File: src/rtl/daq_packetizer_multi.sv
// ----------------------------------------------------------------------------
// daq_packetizer_multi
//
// Runs one acquisition of a bank of AD7606 chips per trigger. It pulses
// CONVST, waits for BUSY to rise and fall, reads every channel of every chip
// over the shared parallel bus, and streams the result as one framed packet:
//    PREAMBLE, packet counter, ADC_COUNT*CH_PER_ADC samples, [checksum]
//
// Ports
//    clk_i, reset_ni          single clock, asynchronous active-low reset
//    en_i, trig_i             trigger enable / single-cycle trigger request
//    convst_o, busy_i         AD7606 conversion start / bank BUSY (async)
//    frstdata_i               FRSTDATA of the selected chip
//    cs_no, rd_no, db_i       per-chip select, shared RD strobe, data bus
//    m_data_o/valid/ready/last  output stream, single-entry register
//    pkt_active_o             trigger accept .. last word handed off
//    err_timeout_o, err_frst_o, overrun_o   one-cycle status pulses
// ----------------------------------------------------------------------------
module daq_packetizer_multi #(
   parameter int          ADC_COUNT    = 8,
   parameter int          CH_PER_ADC   = 8,
   parameter int          RD_LOW_CYC   = 4,
   parameter int          RD_HIGH_CYC  = 3,
   parameter int          CONV_LOW_CYC = 5,
   parameter int          BUSY_TIMEOUT = 1000,
   parameter logic [15:0] PREAMBLE     = 16'hAAAA,
   parameter int          CHECKSUM_EN  = 1
) (
   input  logic                 clk_i,
   input  logic                 reset_ni,
   input  logic                 en_i,
   input  logic                 trig_i,
   output logic                 convst_o,
   input  logic                 busy_i,
   input  logic                 frstdata_i,
   output logic [ADC_COUNT-1:0] cs_no,
   output logic                 rd_no,
   input  logic [15:0]          db_i,
   output logic [15:0]          m_data_o,
   output logic                 m_valid_o,
   input  logic                 m_ready_i,
   output logic                 m_last_o,
   output logic                 pkt_active_o,
   output logic                 err_timeout_o,
   output logic                 err_frst_o,
   output logic                 overrun_o
);

   localparam int CHIP_W = (ADC_COUNT  > 1) ? $clog2(ADC_COUNT)  : 1;
   localparam int CH_W   = (CH_PER_ADC > 1) ? $clog2(CH_PER_ADC) : 1;

   typedef enum logic [3:0] {
      S_IDLE      = 4'd0,
      S_CONV      = 4'd1,
      S_WAIT_HI   = 4'd2,
      S_WAIT_LO   = 4'd3,
      S_HDR_PRE   = 4'd4,
      S_HDR_CNT   = 4'd5,
      S_RD_LOW    = 4'd6,
      S_RD_HIGH   = 4'd7,
      S_TRAILER   = 4'd8,
      S_DONE      = 4'd9
   } state_t;

   // Running checksum: plain 16-bit modular sum of the sample words.
   function automatic logic [15:0] f_csum_add(input logic [15:0] a, input logic [15:0] b);
      return a + b;
   endfunction

   state_t                r_state, w_state_nxt;
   logic                  r_busy_meta, r_busy_sync;
   logic [31:0]           r_cnt, w_cnt_nxt;
   logic [CHIP_W-1:0]     r_chip, w_chip_nxt;
   logic [CH_W-1:0]       r_ch, w_ch_nxt;
   logic [15:0]           r_pkt_cnt, w_pkt_cnt_nxt;
   logic [15:0]           r_csum, w_csum_nxt;
   logic [15:0]           r_data, w_data_nxt;
   logic                  r_valid, w_valid_nxt;
   logic                  r_last, w_last_nxt;
   logic                  r_convst, w_convst_nxt;
   logic                  r_rd_n, w_rd_n_nxt;
   logic [ADC_COUNT-1:0]  r_cs_n, w_cs_n_nxt;
   logic                  r_pkt_active, w_pkt_active_nxt;
   logic                  r_err_timeout, w_err_timeout_nxt;
   logic                  r_err_frst, w_err_frst_nxt;
   logic                  r_overrun, w_overrun_nxt;

   logic                  w_pop;
   logic                  w_space;
   logic                  w_last_chip;
   logic                  w_last_ch;
   logic [CHIP_W-1:0]     w_chip_inc;

   // Handshake and read-position helpers.
   always_comb begin
      w_pop       = r_valid & m_ready_i;
      // The output register can accept a load this cycle if empty or being popped.
      w_space     = ~r_valid | m_ready_i;
      w_last_chip = (r_chip == CHIP_W'(ADC_COUNT - 1));
      w_last_ch   = (r_ch == CH_W'(CH_PER_ADC - 1));
      w_chip_inc  = r_chip + CHIP_W'(1);
   end

   // Next-state and next-output logic for the acquisition sequencer.
   always_comb begin
      w_state_nxt       = r_state;
      w_cnt_nxt         = r_cnt;
      w_chip_nxt        = r_chip;
      w_ch_nxt          = r_ch;
      w_csum_nxt        = r_csum;
      w_data_nxt        = r_data;
      w_valid_nxt       = w_pop ? 1'b0 : r_valid;
      w_last_nxt        = w_pop ? 1'b0 : r_last;
      w_convst_nxt      = r_convst;
      w_rd_n_nxt        = r_rd_n;
      w_cs_n_nxt        = r_cs_n;
      w_pkt_active_nxt  = r_pkt_active;
      w_err_timeout_nxt = 1'b0;
      w_err_frst_nxt    = 1'b0;
      // Any trigger that does not start a packet is reported and dropped.
      w_overrun_nxt     = trig_i & ~((r_state == S_IDLE) & en_i);
      w_pkt_cnt_nxt     = (w_pop & r_last) ? (r_pkt_cnt + 16'd1) : r_pkt_cnt;

      case (r_state)
         S_IDLE: begin
            if (trig_i & en_i) begin
               w_state_nxt      = S_CONV;
               w_convst_nxt     = 1'b0;
               w_cnt_nxt        = 32'd0;
               w_pkt_active_nxt = 1'b1;
               w_csum_nxt       = 16'd0;
               w_chip_nxt       = '0;
               w_ch_nxt         = '0;
            end else begin
               w_state_nxt = S_IDLE;
            end
         end

         S_CONV: begin
            if (r_cnt == 32'(CONV_LOW_CYC - 1)) begin
               w_convst_nxt = 1'b1;
               w_cnt_nxt    = 32'd0;
               w_state_nxt  = S_WAIT_HI;
            end else begin
               w_cnt_nxt = r_cnt + 32'd1;
            end
         end

         S_WAIT_HI: begin
            if (r_busy_sync) begin
               w_state_nxt = S_WAIT_LO;
               w_cnt_nxt   = 32'd0;
            end else if (r_cnt == 32'(BUSY_TIMEOUT - 1)) begin
               // Abandon the acquisition: nothing is emitted, counter untouched.
               w_err_timeout_nxt = 1'b1;
               w_pkt_active_nxt  = 1'b0;
               w_state_nxt       = S_IDLE;
            end else begin
               w_cnt_nxt = r_cnt + 32'd1;
            end
         end

         S_WAIT_LO: begin
            if (!r_busy_sync) begin
               w_state_nxt = S_HDR_PRE;
            end else begin
               w_state_nxt = S_WAIT_LO;
            end
         end

         S_HDR_PRE: begin
            if (w_space) begin
               w_data_nxt  = PREAMBLE;
               w_valid_nxt = 1'b1;
               w_last_nxt  = 1'b0;
               w_state_nxt = S_HDR_CNT;
            end else begin
               w_state_nxt = S_HDR_PRE;
            end
         end

         S_HDR_CNT: begin
            if (w_space) begin
               w_data_nxt    = r_pkt_cnt;
               w_valid_nxt   = 1'b1;
               w_last_nxt    = 1'b0;
               w_cs_n_nxt    = {ADC_COUNT{1'b1}};
               w_cs_n_nxt[0] = 1'b0;
               // Enter the gap phase already satisfied so the first read only
               // waits for the output register to drain.
               w_cnt_nxt     = 32'(RD_HIGH_CYC - 1);
               w_state_nxt   = S_RD_HIGH;
            end else begin
               w_state_nxt = S_HDR_CNT;
            end
         end

         S_RD_HIGH: begin
            if (r_cnt >= 32'(RD_HIGH_CYC - 1)) begin
               // Start a read only if the register is free now; nothing else
               // loads it during RD_LOW, so it is still free at capture.
               if (w_space) begin
                  w_rd_n_nxt  = 1'b0;
                  w_cnt_nxt   = 32'd0;
                  w_state_nxt = S_RD_LOW;
               end else begin
                  w_state_nxt = S_RD_HIGH;
               end
            end else begin
               w_cnt_nxt = r_cnt + 32'd1;
            end
         end

         S_RD_LOW: begin
            if (r_cnt == 32'(RD_LOW_CYC - 1)) begin
               w_rd_n_nxt     = 1'b1;
               w_data_nxt     = db_i;
               w_valid_nxt    = 1'b1;
               w_csum_nxt     = f_csum_add(r_csum, db_i);
               w_err_frst_nxt = (frstdata_i != (r_ch == CH_W'(0)));
               w_cnt_nxt      = 32'd0;
               if (w_last_chip & w_last_ch) begin
                  w_cs_n_nxt = {ADC_COUNT{1'b1}};
                  w_last_nxt = (CHECKSUM_EN == 0);
                  if (CHECKSUM_EN != 0) begin
                     w_state_nxt = S_TRAILER;
                  end else begin
                     w_state_nxt = S_DONE;
                  end
               end else begin
                  w_last_nxt  = 1'b0;
                  w_state_nxt = S_RD_HIGH;
                  if (w_last_ch) begin
                     w_ch_nxt               = '0;
                     w_chip_nxt             = w_chip_inc;
                     w_cs_n_nxt             = {ADC_COUNT{1'b1}};
                     w_cs_n_nxt[w_chip_inc] = 1'b0;
                  end else begin
                     w_ch_nxt = r_ch + CH_W'(1);
                  end
               end
            end else begin
               w_cnt_nxt = r_cnt + 32'd1;
            end
         end

         S_TRAILER: begin
            if (w_space) begin
               w_data_nxt  = r_csum;
               w_valid_nxt = 1'b1;
               w_last_nxt  = 1'b1;
               w_state_nxt = S_DONE;
            end else begin
               w_state_nxt = S_TRAILER;
            end
         end

         S_DONE: begin
            // Packet stays active until the final word leaves the register.
            if (w_pop & r_last) begin
               w_pkt_active_nxt = 1'b0;
               w_state_nxt      = S_IDLE;
            end else begin
               w_state_nxt = S_DONE;
            end
         end

         default: begin
            w_state_nxt      = S_IDLE;
            w_convst_nxt     = 1'b1;
            w_rd_n_nxt       = 1'b1;
            w_cs_n_nxt       = {ADC_COUNT{1'b1}};
            w_pkt_active_nxt = 1'b0;
         end
      endcase
   end

   // State, datapath and registered outputs; BUSY enters through a 2-flop synchroniser.
   always_ff @(posedge clk_i or negedge reset_ni) begin
      if (!reset_ni) begin
         r_state       <= S_IDLE;
         r_busy_meta   <= 1'b0;
         r_busy_sync   <= 1'b0;
         r_cnt         <= 32'd0;
         r_chip        <= '0;
         r_ch          <= '0;
         r_pkt_cnt     <= 16'd0;
         r_csum        <= 16'd0;
         r_data        <= 16'd0;
         r_valid       <= 1'b0;
         r_last        <= 1'b0;
         r_convst      <= 1'b1;
         r_rd_n        <= 1'b1;
         r_cs_n        <= {ADC_COUNT{1'b1}};
         r_pkt_active  <= 1'b0;
         r_err_timeout <= 1'b0;
         r_err_frst    <= 1'b0;
         r_overrun     <= 1'b0;
      end else begin
         r_state       <= w_state_nxt;
         r_busy_meta   <= busy_i;
         r_busy_sync   <= r_busy_meta;
         r_cnt         <= w_cnt_nxt;
         r_chip        <= w_chip_nxt;
         r_ch          <= w_ch_nxt;
         r_pkt_cnt     <= w_pkt_cnt_nxt;
         r_csum        <= w_csum_nxt;
         r_data        <= w_data_nxt;
         r_valid       <= w_valid_nxt;
         r_last        <= w_last_nxt;
         r_convst      <= w_convst_nxt;
         r_rd_n        <= w_rd_n_nxt;
         r_cs_n        <= w_cs_n_nxt;
         r_pkt_active  <= w_pkt_active_nxt;
         r_err_timeout <= w_err_timeout_nxt;
         r_err_frst    <= w_err_frst_nxt;
         r_overrun     <= w_overrun_nxt;
      end
   end

   // Output ports are driven straight from registers.
   always_comb begin
      convst_o      = r_convst;
      cs_no         = r_cs_n;
      rd_no         = r_rd_n;
      m_data_o      = r_data;
      m_valid_o     = r_valid;
      m_last_o      = r_last;
      pkt_active_o  = r_pkt_active;
      err_timeout_o = r_err_timeout;
      err_frst_o    = r_err_frst;
      overrun_o     = r_overrun;
   end

endmodule

File: config.mk
export PLATFORM = sky130hd
export DESIGN_NAME = daq_packetizer_multi
export DESIGN_NICKNAME = d
export VERILOG_FILES = /design/src/rtl/daq_packetizer_multi.sv
export SDC_FILE = /design/constraint.sdc
export NUM_CORES = 1
export LEC_CHECK = 0
export BUFFER_PORTS_ARGS = -buffer_cell sky130_fd_sc_hd__buf_4
export CAP_MARGIN = 20
export CORE_MARGIN = 2
export CORE_UTILIZATION = 40
export CTS_BUF_LIST = sky130_fd_sc_hd__clkbuf_8
export CTS_CLUSTER_SIZE = 24
export DETAILED_ROUTE_END_ITERATION = 8
export PLACE_DENSITY = 0.6
export SLEW_MARGIN = 30
export SYNTH_ARGS = -nofsm -noshare
export SYNTH_HDL_FRONTEND = slang
export SYNTH_SLANG_ARGS = --single-unit
File: constraint.sdc
create_clock -name clk_i -period 6.22 [get_ports clk_i]
set_input_delay 0.622 -clock clk_i [delete_from_list [all_inputs] [get_ports clk_i]]
set_output_delay 0.622 -clock clk_i [all_outputs]
set_load 0.02 [all_outputs]
Yosys cells after proc, flatten, opt, wreduce, memory -nomap -nowiden
Index checks and enable logic that the tools add are counted.

Flip-flop bits (word level): 108. Input bits: 23. Output and inout bits: 32. Logic and storage cells: 167.

Add/subtract/negate cells: 5. Order comparisons: 3. Eq/ne operators: 32. Multiplexer cells: 73. Bitwise operators: 14. Reduce and logical (&&, ||, !) cells: 22.

Operator list (number): 2-to-1 mux 32 bit (8); case mux 32 bit (6 select lines) (1); 2-to-1 mux 16 bit (6); case mux 16 bit (4 select lines) (1); case mux 4 bit (10 select lines) (1); adder 32 x 1 -> 32 bit (second input constant) (1); equality test 32 x 10 -> 1 bit (second input constant) (1); equality test 32 x 2 -> 1 bit (second input constant) (1); equality test 32 x 3 -> 1 bit (second input constant) (1); greater-or-equal comparator 32 x 2 -> 1 bit (second input constant) (1); 2-to-1 mux 8 bit (4); case mux 16 bit (2 select lines) (1); 2-to-1 mux 4 bit (7); 2-to-1 mux 1 bit (26); 2-to-1 mux 3 bit (8); inequality test 2 bit (second input constant) (12); case mux 8 bit (3 select lines) (1); OR reduction 8 bit (3); AND reduction 5 bit (4); adder 16 x 1 -> 16 bit (second input constant) (1); adder 16 bit (1); equality test 4 x 3 -> 1 bit (second input constant) (4); AND reduction 4 bit (4); inequality test 3 bit (second input constant) (4); other kinds (29) (47).

Logic depth before layout (Yosys ltp)
Gate-level depths: netlist (run 1).

Depth in word-level cells: 10. Gate-level depth with buffers: 9. Gate-level depth less buffers: 9.

Least setup slack after synthesis (run 1)
Ideal clock, no wire load.

Path type: input-to-reg. Start: input port db_i[0]. End: register r_csum[14]. Setup time: 0.120 ns. Data arrival time: 2.835 ns. Data required time: 6.100 ns. Setup slack: 3.264 ns. Cell stages on the path: 9. Buffers on the path: 0. Path through: ha_1 > fa_1 > a21o_1 > a211oi_1 > o21a_1 > o31ai_1 > o311a_1 > or3_1 > a31o_2.

Longest elaborated chain between the ends: 3.

Ends and longest elaborated chain: start, declared (line 38) `input logic [15:0] db_i,`; adder 16 bit (line 67) `return a + b;`; 2-to-1 mux 16 bit (line 215) `if (r_cnt == 32'(RD_LOW_CYC - 1)) begin`; case mux 16 bit (2 select lines) (line 124) `case (r_state)`; end signal, assigned (line 307) `r_csum <= w_csum_nxt;`; end, declared (line 76) `logic [15:0] r_csum, w_csum_nxt;`.

No other way between the ends. The select of a mux whose other input is x is not followed. A chain may end at the register's enable or synchronous reset.

Worst setup path in the final report (run 1)
Start: register r_cnt[21]. End: register r_cnt[1].

Longest elaborated chain between the ends: 3. Elaborated cells between the ends (all ways): 11. Those cells by class: 1 x order compare; 5 x eq/ne; 4 x mux; 1 x reduce/logical.

Ends and longest elaborated chain: start, declared (line 72) `logic [31:0] r_cnt, w_cnt_nxt;`; start signal, assigned (line 303) `r_cnt <= w_cnt_nxt;`; greater-or-equal comparator 32 x 2 -> 1 bit, or another cell as far along (line 199) `if (r_cnt >= 32'(RD_HIGH_CYC - 1)) begin`; inequality test 3 bit (no source line), or another cell as far along; AND reduction 5 bit (no source line) or case mux 32 bit (6 select lines) (tied branches).

Several ways; a longest one is shown, not always the timed one.

==> impl_metrics.json, run 1 <==
{
  "die_h_um": 129,
  "synth_xor_xnor_area_share_pct": 7.32,
  "fin_setup_tns_ps": 0,
  "synth.net_count": 711,
  "crit_path_end_kind": "flop",
  "syn_avg_cell_area_um2": 9.38,
  "multiInputGateArea_um2": 3350,
  "ir_drop_uv": 150,
  "nFillCells": 1436,
  "cts-resized-gates": 0,
  "grt_pass1_wl_um": 25500,
  "ios": 55,
  "fin_worst_skew_ps": 19.5,
  "grt_max_degree": 78,
  "crit_type": "flop to flop",
  "wl_per_cell_um": 17.0,
  "cts_root_buf": "clkbuf_8",
  "postSynth.asyncResetShare_pct": 100,
  "cts_tree": "built",
  "antenna_found_initial": 0,
  "synth_compound_area_share_pct": 16.2,
  "min_period_ps": 3050,
  "postRouteAntennaNets": 0,
  "finalHoldViolations": 0,
  "rsz0062_at_grt": "false",
  "ys_ff_latch": 108,
  "first_iter_violations": 410,
  "slew_violations": 0,
  "timing.critical_path.buf_inv": 1,
  "syn_to_final_growth_pct": 12.7,
  "dieArea_um2": 16600,
  "grtUsageTotal_pct": 19.2,
  "diodes": 0,
  "ys_types": 75,
  "holdBufCountCts": 0,
  "leakage_nw": 3.00,
  "start_kind": "flop",
  "drive_gt1_share_pct": 16.6,
  "cp_max_fo": 10,
  "post_drt_via_cell_ratio": 5.79,
  "num_vias": 5215,
  "synth_simple_gate_area_share_pct": 24.1,
  "synth_edf_count": 0,
  "syn_area_um2": 6220,
  "clk_pin_slew_ps": 110,
  "maxCapViolations": 0,
  "synthAdderAreaFrac_pct": 5.15,
  "drc": 0,
  "dr.pass1.iters": 5,
  "hpwl_um": 10700,
  "synth_mux_area_share_pct": 0.925,
  "synth_ff_type": "dfrtp_1",
  "final_common_cell": "dfrtp_1",
  "cts_buffer_depth": 2,
  "finalCritPeriodShare_pct": 49.1,
  "setup_violations": 0,
  "slew_headroom_pct": 43.4,
  "rows": 45,
  "numCtsBuffers": 9,
  "timing.hold.ws_ps": 155,
  "cp_cell_sequence": "nor4_2, nand4_2, nor4_4, o2bb2ai_1, a211oi_4, inv_1, a221o_1",
  "clock.fmax_mhz": 328,
  "regArea_um2": 2720,
  "postSynthCellCount": 663,
  "power.density_nw_per_um2": 393,
  "worstPathRequired_ps": 6490,
  "final_cell_mix": "dfrtp_1 (98), nor2_1 (90), buf_4 (60), nand2_1 (54), nand3_1 (37)",
  "final_nets": 755,
  "cts.sinks": 108,
  "tightest_slew_ps": 846,
  "drt-total-wl_um": 15300,
  "io_buffers": 54,
  "worst_path_max_delay_cell": "nor4_4",
  "gp_congestion": 0.853,
  "grt_overflow": 0,
  "clock_latency_ps": 390,
  "holdCritPathClass": "input pin to asynchronous set/reset pin",
  "status": "finished clean",
  "ys_seq_area_share_pct": 43.6,
  "die_width_um": 129,
  "core-area_um2": 15200,
  "grt_pass1_vias": 5128,
  "slowest_delay_ps": 580,
  "synth_top_family_by_area": "simple AND/OR/NAND/NOR gates",
  "post_cts_buffers": 0,
  "yosysWarnings": 0,
  "arrival_ps": 3330,
  "critical_path.top_delay_family": "simple AND/OR/NAND/NOR gates",
  "initial_core_util_pct": 40.9,
  "ctsHtreeMaxLevel": 3
}
kinds of logic (layout without fill, tap and decap cells):
group,Yosys count,count (layout)
adders and majority gates,25,25
AOI/OAI and AO/OA,141,141
and+or+nand+nor,292,292
DFF,108,108
buffers and inverters,40,89
xor gates and xnor gates,52,52
muxes,5,5
power by group:
group | total (mW) | switching [mW] | internal (mW) | leakage, nW
Sequential | 0.974 | 0.135 | 0.840 | 1.39
Clock | 0.449 | 0.243 | 0.206 | 0.107
Combinational | 1.34 | 0.836 | 0.499 | 1.50
Total | 2.76 | 1.21 | 1.54 | 3.00
path summary, 6_finish.rpt:
| check | endpoint | slack (ps) | depth (start not counted) | from |
|---|---|---|---|---|
| setup / recovery | r_cnt[1] | 3170 | 7 | r_cnt[21] |
| hold / removal | r_cnt[25] | 160 | 1 | reset_ni |
| setup reg to reg | r_cnt[1] | 3170 | 7 | r_cnt[21] |
| hold reg to reg | r_busy_sync | 370 | 0 | r_busy_meta |
| max in group asynchronous | m_data_o[4] | 5020 | 2 | reset_ni |
| min in group clk_i | r_busy_meta | 360 | 1 | busy_i |
per-layer routing:
| metal | GRT usage [%] | share of wire, % |
|---|---|---|
| met1 | 26.9 | 48 |
| met3 | 3.91 | 4.1 |
| met5 | 0 | 0 |
| met4 | 6.59 | 2.3 |
| met2 | 29.9 | 45 |
synth_stat cells (all sizes together), types with 7 or more instances:
cell | instances | area share, %
a21o | 10 | 1.2
a21oi | 29 | 2.3
a222oi | 16 | 2.6
a31oi | 15 | 1.5
and2 | 8 | 0.82
and3 | 8 | 0.80
clkbuf | 22 | 1.3
dfrtp | 98 | 39
dfstp | 10 | 4.2
ha | 24 | 4.8
inv | 12 | 0.72
nand2 | 56 | 3.4
nand3 | 37 | 3.0
nand4 | 11 | 1.2
nor2 | 93 | 5.7
nor3 | 25 | 2.0
nor4 | 21 | 3.3
o21ai | 26 | 2.1
or3 | 7 | 0.70
xnor2 | 33 | 4.6
xor2 | 19 | 2.7
per-stage QoR:
stage	setup WS (ps)	cells	total power, mW	utilization (%)	area, um2
3_5_place_dp	2970	884	2.32	44.7	6800
6_report	3170	900	2.76	46.1	7010
5_1_grt	2960	900	2.97	46.1	7010
2_1_floorplan	3260	663	1.94	-	6220
3_3_place_gp	2980	884	2.30	44.7	6800
4_1_cts	2960	900	2.78	46.1	7000
final cells by class:
class	instances	share of cell area, %
Multi-Input combinational cell	515	47.8
Sequential cell	108	38.7
Timing Repair Buffer	61	6.58
Tap cell	188	3.35
Clock buffer	11	2.16
Clock inverter	5	0.732
Inverter	12	0.642
registers in the layout, indices dropped and copies added, names as in the netlist, 3 cells and up:
name       cells
cs_no          8
m_data_o      16
r_ch           3
r_chip         3
r_cnt         32
r_csum        16
r_pkt_cnt     16
r_state        4
(Power assumes the default switching activity.)
==> run 2: changes to the inputs <==
--- a/config.mk
+++ b/config.mk
@@ -12,7 +12,7 @@
 export CTS_BUF_LIST = sky130_fd_sc_hd__clkbuf_8
 export CTS_CLUSTER_SIZE = 24
 export DETAILED_ROUTE_END_ITERATION = 8
-export PLACE_DENSITY = 0.6
+export PLACE_DENSITY = 0.62
 export SLEW_MARGIN = 30
 export SYNTH_ARGS = -nofsm -noshare
 export SYNTH_HDL_FRONTEND = slang
==> constraint.sdc (replaced) <==
create_clock -name clk_i -period 2.6 [get_ports clk_i]
set_input_delay 0.26 -clock clk_i [delete_from_list [all_inputs] [get_ports clk_i]]
set_output_delay 0.26 -clock clk_i [all_outputs]
set_load 0.02 [all_outputs]
==> run 2 against run 1 <==
Sequential share of layout area fell by 3.2 points. Register-to-register slack worse by 3200 ps. Die area stayed put. Clock skew shrank 7.6 ps. Sequential cell count unchanged. Setup slack worse by 3200 ps. Via count grew 4.9%. Sequential power up 140%. Cell count rose by 6.7%. Global-route usage increased by 1.0 points. Core utilization grew 4.1 points. Total power rose to 2.6 times the previous value. Critical path type unchanged.
==> impl_metrics.json, run 2 (same netlist as run 1, synthesis figures left out) <==
{
  "status": "finished clean",
  "gr-usage-met1_pct": 28.8,
  "postRouteAntennaNets": 0,
  "ir_drop_uv": 455,
  "finalHoldViolations": 0,
  "grtUsageTotal_pct": 20.2,
  "pre_cts_ws_ps": -93.3,
  "grt_use_met3_pct": 3.04,
  "setup_violations": 0,
  "min_period_ps": 2580,
  "tightest_slew_ps": 750,
  "final_cell_mix": "buf_4 (114), dfrtp_1 (98), nor2_1 (89), nand2_1 (55), nand3_1 (37)",
  "die_width_um": 129,
  "drive_gt1_share_pct": 24.4,
  "final_nets": 815,
  "diodes": 0,
  "cts_root_buf": "clkbuf_8",
  "p_total_mw": 7.19,
  "cts_tree": "built",
  "clk_pin_slew_ps": 110,
  "crit_type": "flop to flop",
  "ctsHtreeMaxLevel": 3,
  "leakage_nw": 3.34,
  "io_buffers": 54,
  "maxCapViolations": 0,
  "rows": 45,
  "first_iter_violations": 488,
  "syn_to_final_growth_pct": 22.7,
  "drc": 0,
  "crit_path_end_kind": "flop",
  "layout.cells.non_filler": 960,
  "min_path_cells": 3,
  "cp_max_fo": 2,
  "antenna_found_initial": 0,
  "initial_core_util_pct": 40.9,
  "clock.fmax_mhz": 387,
  "holdCritPathClass": "input pin to flop",
  "finalWorstSetupSlack_ps": 15.0,
  "wl_per_cell_um": 16.8,
  "grt_pass1_vias": 5280,
  "grt_max_degree": 58,
  "die_h_um": 129,
  "worstPathRequired_ps": 2890,
  "hpwl_um": 11600,
  "fin_worst_skew_ps": 11.9,
  "rsz0062_at_grt": "true",
  "post_drt_via_cell_ratio": 5.70,
  "slew_headroom_pct": 50.0,
  "ios": 55,
  "drt-total-wl_um": 16100,
  "gp_congestion": 0.915,
  "final_common_cell": "buf_4",
  "cts_buffer_depth": 2,
  "grt_pass1_wl_um": 26700,
  "core-area_um2": 15200,
  "grt_overflow": 0,
  "arrival_ps": 2870,
  "numCtsBuffers": 9,
  "r2r_cells": 9,
  "cts.sinks": 108,
  "regMostFlops": "r_cnt",
  "finalCritPeriodShare_pct": 99.4,
  "power.density_nw_per_um2": 942,
  "use_met2_pct": 31.7,
  "busiest_layer": "met2",
  "dieArea_um2": 16600,
  "largest_reg_flops": 32,
  "start_kind": "flop",
  "post-place-cells": 938,
  "num_vias": 5472,
  "dr.pass1.iters": 7,
  "clock_latency_ps": 400,
  "slew_violations": 0
}
## run 2: cell count changes in the layout (fill, tap and decap cells not counted), sizes merged
cell and change:
dlygate4sd3 +2, inv +1, buf +58, clkinvlp +1, clkbuf -1, clkinv -1
## run 2: path summary, 6_finish.rpt
| check | endpoint | slack (ps) | from |
|---|---|---|---|
| worst max-delay path | r_csum[14] | 20 | r_csum[0] |
| worst min-delay path | err_frst_o | 130 | frstdata_i |
| worst max register to register | r_csum[14] | 20 | r_csum[0] |
| worst min register to register | r_busy_sync | 440 | r_busy_meta |
| max in group asynchronous | r_csum[3] | 1420 | reset_ni |
| min in group asynchronous | r_cnt[22] | 470 | reset_ni |
## run 2: cell type report
| type | instances | area (um2) |
|---|---|---|
| fillers | 1424 | 7570 |
| multi-input cells | 515 | 3450 |
| flip-flops and latches | 108 | 2720 |
| repair buffers | 121 | 976 |
| well taps | 188 | 235 |
| clock buffers | 10 | 138 |
| clock inverters | 6 | 70.1 |
| inverters | 12 | 45.0 |
## run 2: report_power, final
group | internal, mW | leakage (nW) | total [mW] | switching (mW)
Clock | 0.480 | 0.101 | 1.09 | 0.613
Sequential | 2.01 | 1.39 | 2.30 | 0.291
Combinational | 1.65 | 1.85 | 3.80 | 2.15
Total | 4.14 | 3.34 | 7.19 | 3.05
## run 2: what timing repair did
| item | 4_1_cts | 5_1_grt |
|---|---|---|
| pin swaps | 6 | 4 |
| buffers inserted | 0 | 4 |
| endpoints found under the setup margin | 2 | 48 |
| resized for setup | 2 | 15 |
| hold endpoints to repair | 46 | 0 |
| hold buffers | 2 | 0 |
## run 2: worst max-delay path, stage by stage (launching register included)
cell	delay, ps
dfrtp_1	410
ha_2	190
fa_2	350
a21o_1	210
a211oi_2	210
o21a_1	180
o31ai_2	70
o311a_1	300
or3_1	300
a31o_2	240
## run 2: per-stage QoR
step | instance area (um2) | hold slack [ps] | utilization, % | setup TNS [ps]
after detailed placement | 7270 | 378 | 47.9 | -93.3
after floorplan | 6230 | -35.6 | - | 0
after global placement | 7270 | 367 | 47.9 | -90.4
after global routing | 7630 | 145 | 50.2 | -224
after CTS | 7510 | 111 | 49.4 | -21.2
final | 7630 | 127 | 50.2 | 0
## run 2: routing by layer
layer  vias to the layer above  routed length, um
met5                         -                  0
met4                         0                282
met3                        20                623
met2                       130               7440
met1                      2694               7740
li1                       2628                  -
